`config.mk`:
```
export PLATFORM = sky130hd
export DESIGN_NAME = uart_rx_poller
export DESIGN_NICKNAME = d
export VERILOG_FILES = /design/src/rtl/uart_rx_poller.sv
export SDC_FILE = /design/constraint.sdc
export NUM_CORES = 1
export LEC_CHECK = 0
export CELL_PAD_IN_SITES_DETAIL_PLACEMENT = 0
export CELL_PAD_IN_SITES_GLOBAL_PLACEMENT = 1
export CORE_UTILIZATION = 38
export CTS_CLUSTER_SIZE = 28
export DETAILED_ROUTE_END_ITERATION = 8
export PLACE_DENSITY = 0.75
export SYNTH_ARGS = -nofsm -noshare
export SYNTH_HDL_FRONTEND = slang
export SYNTH_SLANG_ARGS = --single-unit
```
`constraint.sdc`:
```
create_clock -name clk -period 3.4 [get_ports clk]
set_clock_uncertainty 0.15 [all_clocks]
set_input_delay 0.34 -clock clk [delete_from_list [all_inputs] [get_ports clk]]
set_output_delay 0.34 -clock clk [all_outputs]
set_load 0.1 [all_outputs]
```
`src/rtl/uart_rx_poller.sv`:
```
// AXI4-Lite read master that polls an axi_uartlite status register, drains its
// RX FIFO into a local first-word-fall-through byte FIFO and counts line/AXI errors.
module uart_rx_poller #(
    parameter int         DEPTH     = 16,
    parameter int         POLL_GAP  = 4,
    parameter logic [3:0] STAT_ADDR = 4'h8,
    parameter logic [3:0] RXF_ADDR  = 4'h0
) (
    input  logic                     clk,
    input  logic                     rst,
    output logic [3:0]               araddr,
    output logic                     arvalid,
    input  logic                     arready,
    input  logic [31:0]              rdata,
    input  logic [1:0]               rresp,
    input  logic                     rvalid,
    output logic                     rready,
    output logic [7:0]               data,
    output logic                     valid,
    input  logic                     ready,
    output logic [$clog2(DEPTH):0]   count,
    output logic [7:0]               err_count,
    output logic                     overrun
);

    localparam int AW = $clog2(DEPTH);
    localparam int CW = AW + 1;
    localparam int GW = (POLL_GAP < 1) ? 1 : $clog2(POLL_GAP + 1);

    typedef enum logic [2:0] {IDLE, S_AR, S_R, D_AR, D_R} state_t;

    state_t          state_q;
    logic [GW-1:0]   gap_q;
    logic [3:0]      araddr_q;
    logic            arvalid_q;
    logic            rready_q;
    logic [AW-1:0]   wr_ptr_q, rd_ptr_q;
    logic [AW-1:0]   wr_ptr_d, rd_ptr_d;
    logic [CW-1:0]   count_q, count_d;
    logic            valid_q;
    logic [7:0]      data_q, data_d;
    logic [7:0]      err_q, err_d;
    logic            ovr_q;
    logic [7:0]      mem [DEPTH];

    logic            stat_hs, data_hs, push, pop;
    logic [2:0]      err_inc;
    logic [8:0]      err_sum;
    logic            unused_rdata;

    assign unused_rdata = ^rdata[31:8];

    assign stat_hs = (state_q == S_R) && rready_q && rvalid;
    assign data_hs = (state_q == D_R) && rready_q && rvalid;
    assign push    = data_hs && (rresp == 2'b00);
    assign pop     = valid_q && ready;

    assign wr_ptr_d = push ? wr_ptr_q + AW'(1) : wr_ptr_q;
    assign rd_ptr_d = pop  ? rd_ptr_q + AW'(1) : rd_ptr_q;
    assign count_d  = count_q + CW'(push) - CW'(pop);

    // Head register looks ahead one cycle; a byte written into the slot that
    // becomes the head must bypass the memory.
    assign data_d = (push && (wr_ptr_q == rd_ptr_d)) ? rdata[7:0] : mem[rd_ptr_d];

    always_comb begin
        err_inc = 3'd0;
        if (stat_hs)
            err_inc = 3'(rdata[5]) + 3'(rdata[6]) + 3'(rdata[7]) + 3'(rresp != 2'b00);
        else if (data_hs && (rresp != 2'b00))
            err_inc = 3'd1;
    end

    assign err_sum = {1'b0, err_q} + 9'(err_inc);
    assign err_d   = err_sum[8] ? 8'hFF : err_sum[7:0];

    always_ff @(posedge clk) begin
        if (push)
            mem[wr_ptr_q] <= rdata[7:0];
    end

    always_ff @(posedge clk or posedge rst) begin
        if (rst) begin
            wr_ptr_q <= '0;
            rd_ptr_q <= '0;
            count_q  <= '0;
            valid_q  <= 1'b0;
            data_q   <= 8'h00;
            err_q    <= 8'h00;
        end else begin
            wr_ptr_q <= wr_ptr_d;
            rd_ptr_q <= rd_ptr_d;
            count_q  <= count_d;
            valid_q  <= (count_d != '0);
            data_q   <= data_d;
            err_q    <= err_d;
        end
    end

    always_ff @(posedge clk or posedge rst) begin
        if (rst) begin
            state_q   <= IDLE;
            gap_q     <= '0;
            araddr_q  <= 4'h0;
            arvalid_q <= 1'b0;
            rready_q  <= 1'b0;
            ovr_q     <= 1'b0;
        end else begin
            case (state_q)
                IDLE: begin
                    if ((gap_q == '0) && (count_q < CW'(DEPTH))) begin
                        state_q   <= S_AR;
                        araddr_q  <= STAT_ADDR;
                        arvalid_q <= 1'b1;
                    end else if (gap_q != '0) begin
                        gap_q <= gap_q - GW'(1);
                    end
                end
                S_AR: begin
                    if (arready) begin
                        arvalid_q <= 1'b0;
                        rready_q  <= 1'b1;
                        state_q   <= S_R;
                    end
                end
                S_R: begin
                    if (rvalid) begin
                        rready_q <= 1'b0;
                        if (rdata[5])
                            ovr_q <= 1'b1;
                        if ((rresp != 2'b00) || !rdata[0]) begin
                            state_q <= IDLE;
                            gap_q   <= GW'(POLL_GAP);
                        end else begin
                            state_q   <= D_AR;
                            araddr_q  <= RXF_ADDR;
                            arvalid_q <= 1'b1;
                        end
                    end
                end
                D_AR: begin
                    if (arready) begin
                        arvalid_q <= 1'b0;
                        rready_q  <= 1'b1;
                        state_q   <= D_R;
                    end
                end
                D_R: begin
                    if (rvalid) begin
                        rready_q <= 1'b0;
                        // Keep draining back-to-back while the local FIFO has room.
                        if (count_d < CW'(DEPTH)) begin
                            state_q   <= S_AR;
                            araddr_q  <= STAT_ADDR;
                            arvalid_q <= 1'b1;
                        end else begin
                            state_q <= IDLE;
                        end
                    end
                end
                default: state_q <= IDLE;
            endcase
        end
    end

    assign araddr    = araddr_q;
    assign arvalid   = arvalid_q;
    assign rready    = rready_q;
    assign data      = data_q;
    assign valid     = valid_q;
    assign count     = count_q;
    assign err_count = err_q;
    assign overrun   = ovr_q;

endmodule

```
# Word-level counts from Yosys, hierarchy flattened
# Memory sizes are Yosys's and may differ from the RTL's. A register that Yosys moved wholly into a read port is not among the register bits.
# Index checks and enable logic that the tools add are counted.
[totals]
reg_bits = 35
ramBits = 128
inputBits = 39
out_inout_bits = 29
word_cells = 102
mem_count = 1
[classes]
add_sub_neg = 9
n_lt_le_gt_ge = 2
n_eq_ne = 16
muxes = 35
n_reduce_logical = 28
[memory_table]
columns = ["memory", "depth", "width", "read_ports", "rd_clocked_by_memory_dff", "write_ports", "line", "source"]
rows = [
  ["mem", 16, 8, 1, 1, 1, "44", "logic [7:0] mem [DEPTH];"],
]
[ops]
columns = ["op", "n"]
rows = [
  ["$mux 3", 10],
  ["$mux 4", 6],
  ["$ne 2x2->1 const B", 8],
  ["$pmux 3 s5", 1],
  ["$mux 1", 12],
  ["$pmux 4 s3", 1],
  ["$lt 5x5->1 const B", 2],
  ["$reduce_and 5->1", 2],
  ["$add 8x3->9", 1],
  ["$add 4x1->4 const B", 2],
  ["$logic_and 1x1->1", 8],
  ["$mux 8", 1],
  ["$ne 2x1->1 const B", 4],
  ["$reduce_and 7->1", 1],
  ["$eq 3x2->1 const B", 2],
  ["$logic_not 3->1", 2],
  ["$pmux 3 s2", 1],
  ["$reduce_and 3->1", 2],
  ["$reduce_and 6->1", 1],
  ["$reduce_bool 2->1", 3],
  ["$reduce_bool 3->1", 2],
  ["$add 5x1->5", 1],
  ["$reduce_bool 5->1", 1],
  ["$sub 5x1->5", 1],
  ["14 further kinds", 15],
]

# Logic depth before layout (Yosys ltp)
[logic_depth]
depth_word = 10
mapped_depth = 17
mapped_depth_nobuf = 15

# Worst setup path before layout
# No wires, ideal clock.
[synth_path]
path_type = "flip-flop to flip-flop"
startpoint = "register rready_q, in the netlist rready"
endpoint = "register valid_q, in the netlist valid"
setup_time_ns = 0.146
arrival_time_ns = 3.515
required_time_ns = 3.104
slack_ns = -0.411
path_stages_with_launch = 16
path_buffers = 1
period_less_slack_ns = 3.811
path_cell_list = "dfrtp_1 nand2_1 nor3_1 buf_4 inv_1 ha_1 inv_1 ha_1 inv_1 fa_1 inv_1 a21o_1 a21oi_1 xnor2_1 nor2_1 or4b_2"
[synth_between]
elab_chain_cells = 6
[synth_lines]
columns = ["element", "line", "source"]
rows = [
  ["start, declared", "36", "logic rready_q;"],
  ["start signal, assigned", "106", "rready_q <= 1'b0;"],
  ["start signal, assigned", "122", "rready_q <= 1'b1;"],
  ["start signal, assigned", "128", "rready_q <= 1'b0;"],
  ["$logic_and 1x1->1 (2 in a row)", "54", "assign data_hs = (state_q == D_R) && rready_q && rvalid;"],
  ["$logic_and 1x1->1", "55", "assign push = data_hs && (rresp == 2'b00);"],
  ["$add 5x1->5", "60", "assign count_d = count_q + CW'(push) - CW'(pop);"],
  ["$sub 5x1->5", "60", ""],
  ["net count_d[4]", "39", "logic [CW-1:0] count_q, count_d;"],
  ["$reduce_bool 5->1", "94", "valid_q <= (count_d != '0);"],
  ["end signal, assigned", "94", ""],
  ["end, declared", "40", "logic valid_q;"],
]
# The timed path passes the listed nets, and every way through them passes these cells.
# A chain may end at the register's enable or synchronous reset.

# Final worst setup path
[layout_path]
startpoint = "input rresp[1]"
endpoint = "register valid_q, in the netlist valid"
[layout_between]
elab_chain_cells = 5
[layout_lines]
columns = ["element", "line", "source"]
rows = [
  ["start, declared", "15", "input logic [1:0] rresp,"],
  ["$logic_not 2->1", "55", ""],
  ["$logic_and 1x1->1", "55", ""],
  ["$add 5x1->5", "60", ""],
  ["$sub 5x1->5", "60", ""],
  ["net count_d[4]", "39", ""],
  ["$reduce_bool 5->1", "94", ""],
]
# The timed path passes the listed nets, and every way through them passes these cells.

==> key figures <==
Outcome
  • Status: finished clean

Timing
  • Maximum clock rate: 315 MHz
  • Slew @ Worst Pin: 0.976 ns
  • RSZ-0062 raised after global routing: false
  • Fin crit share: 93.4%
  • Minimum clock period: 3.17 ns
  • Final Max Slew Viols: 0
  • Setup_tns: 0 ns
  • Final hold vios: 0
  • Worst slew margin relative to its limit: 34.7%
  • Setup violation total in the final timing report: 0

Yosys
  • Syn avg cell area: 11.9 sq um
  • Post-synth top flop: edfxtp_1
  • Flop and latch count out of synthesis: 168
  • Netlist cell types: 66
  • Sequential fraction of the synthesis area: 61.2%
  • Mapped Cells: 665
  • Synth cell count leaders: edfxtp_1, nand3_1, o21ai_0
  • Mapped cell area: 7910 sq um
  • Fraction of registers with async set or reset after synthesis: 23.8%
  • Cell taking the most area after synthesis: edfxtp_1
  • Synth top area cells: edfxtp_1, dfrtp_1, nand3_1
  • Yosys top cell area share: 48.6%
  • Synth Warn #: 0
  • Count leader, synth: edfxtp_1
  • Post-synth EDFFs: 128

Cells and area
  • Final Instance Area: 9310 sq um
  • Fill cells: 1820
  • Layout cells sized above 1: 13.1%
  • Nets@finish: 779
  • Diode count: 0
  • Area grow syn2layout: 17.7%

Power and ir drop
  • PD cells: 958 nW/um^2
  • Peak supply drop: 0.559 mV
  • Leak Pwr: 0.00331 uW

Worst setup path
  • Worst setup path class: in -> reg
  • CP max FO: 3
  • Reg2Reg Capture Point: valid
  • Reg2Reg Setup Slack: 0.25 ns
  • Critical Path AT: 3.31 ns
  • Worst endpoint required time: 3.54 ns
  • Worst r2r src: state_q[0]
  • Critical path launch point type: input pin
  • Worst setup EP type: register
  • Worst Reg-to-Reg Cells: 15

Place
  • Placer Congestion: 0.862
  • Placed instance area: 8750 sq um
  • IO buf count: 40
  • Post-DP HPWL: 13200 um

CTS
  • CTS tree: done
  • Post-CTS setup buffers: 0
  • Clk sinks: 168
  • Worst-path clk slew: 0.06 ns
  • Depth of the CTS H-tree: 4
  • Clk_lat worst skew: 0.43 ns
  • Hold Buf Count CTS: 0
  • CTS root buf: clkbuf_16
  • Bufs on Longest Clock Path: 2
  • Post-CTS sizing: 0
  • Num CTS Buffers: 17

Detailed routing
  • Drc violations: 0
  • First DRT Iteration DRCs: 607
  • DRT Pass-1 Iters: 6
  • ANT nets after route: 0
  • Vias per inst: 5.57
  • DRT Wirelength: 19700 um
  • Vias: 5583
  • Wire per inst: 19.7 um

GRT
  • GRT overflow: 0
  • First-pass GRT wire length: 31700 um
  • Initial antenna violation count: 0
  • Total GRT Usage: 19.5%
  • Vias in the first global route: 5516
  • Pin count of the biggest net entering global routing: 65

Die
  • Row count: 52
  • Chip Height: 146 um
  • I/O pins: 68
  • Initial core utilization: 39.0%
  • Die span in x: 146 um
  • Area of the die: 21400 sq um
  • Core ar.: 20300 sq um

Worst hold path
  • Hold Crit Class: in -> async

Job
  • Maximum Capacitance Violations: 0
==> power by group <==
group | switching (uW) | internal, uW
clock | 808 | 1020
sequential | 228 | 2440
combinational | 3000 | 1430
total | 4040 | 4890
==> metrics by stage <==
step	utilization (%)	worst slack (ns)	cells	hold slack, ns	total power, uW
2_1_floorplan	-	0.0197	667	0.289	5880
3_3_place_gp	43.1	-0.254	971	0.337	7040
3_5_place_dp	43.1	-0.293	971	0.355	7130
4_1_cts	45.8	0.150	1003	0.210	8950
5_1_grt	45.9	0.0121	1003	0.251	9400
6_report	45.9	0.226	1003	0.198	8920
==> final cells by class <==
| type | count | area, sq um | area share (%) |
|---|---|---|---|
| clock inverter | 13 | 120 | 1.29 |
| inverter | 22 | 82.6 | 0.887 |
| multi-input combinational | 428 | 2720 | 29.2 |
| sequential | 168 | 4850 | 52.1 |
| timing repair buffer | 83 | 771 | 8.28 |
| clock buffer | 19 | 433 | 4.65 |
| tap | 270 | 338 | 3.63 |
==> state kept, by name (all words and copies together), names as in the netlist <==
signal,cells
araddr,1
arvalid,1
count,5
data,8
err_count,8
gap_q,3
mem,128
overrun,1
rd_ptr_q,4
rready,1
state_q,3
valid,1
wr_ptr_q,4
==> worst max-delay path, stage by stage <==
cell	delay, ns
clkdlybuf4s50_1	0.41
nor2_1	0.15
inv_1	0.11
nor3_2	0.24
inv_1	0.07
ha_1	0.29
inv_1	0.05
ha_1	0.16
inv_1	0.06
fa_1	0.37
inv_1	0.07
a21o_1	0.10
a21oi_1	0.07
xnor2_1	0.14
nor2_1	0.11
or4b_2	0.58
==> cells by family after synthesis <==
| logic type | after synthesis | synth area share [%] |
|---|---|---|
| AND/OR/NAND/NOR | 241 | 16.3 |
| XOR/XNOR | 14 | 1.88 |
| other | 1 | 0.0474 |
| buffers and inverters | 71 | 4.75 |
| AO/OA/AOI/OAI | 146 | 11.8 |
| adder cells (fa/ha/maj) | 21 | 3.57 |
| flip-flops | 168 | 61.2 |
| multiplexers | 3 | 0.395 |
==> placed cells by master (no fill, tap or decap), types with 3 or more instances in the layout <==
master           instances
buf_4                   40
nand2_1                 27
buf_12                   4
a21oi_1                 32
o22ai_1                 17
ha_1                    17
nand2b_1                 9
edfxtp_1               128
xnor2_1                 11
conb_1                   3
o21ai_0                 51
a311oi_1                 8
a21o_1                   4
clkbuf_16               17
dfrtp_1                 38
nor3_1                  20
nor2_1                  24
clkdlybuf4s50_1         39
a32oi_1                  8
o21ai_1                  5
inv_6                    3
and2_1                   5
fa_1                     3
nand3_1                 98
inv_1                   21
and3_1                  10
nor2b_1                  6
nand4_1                 26
==> worst max path at each step <==
stage,slack (ns),startpoint,to,cells after the start
2_1_floorplan,0.02,state_q[0],valid,17
3_3_place_gp,-0.25,rvalid,valid,16
3_5_place_dp,-0.29,rvalid,valid,16
4_1_cts,0.15,rvalid,valid,16
5_1_grt,0.01,rvalid,valid,16
6_report,0.23,rresp[1],valid,16
==> per-layer routing <==
| layer | vias to the layer above | track usage [%] | routed length [um] |
|---|---|---|---|
| met5 | - | 0 | 0 |
| met4 | 0 | 5.99 | 337 |
| met3 | 28 | 3.28 | 1100 |
| met2 | 200 | 32.5 | 9940 |
| met1 | 2735 | 26.0 | 8340 |
| li1 | 2620 | - | - |
No activity file was read; power rests on OpenSTA's default activity.
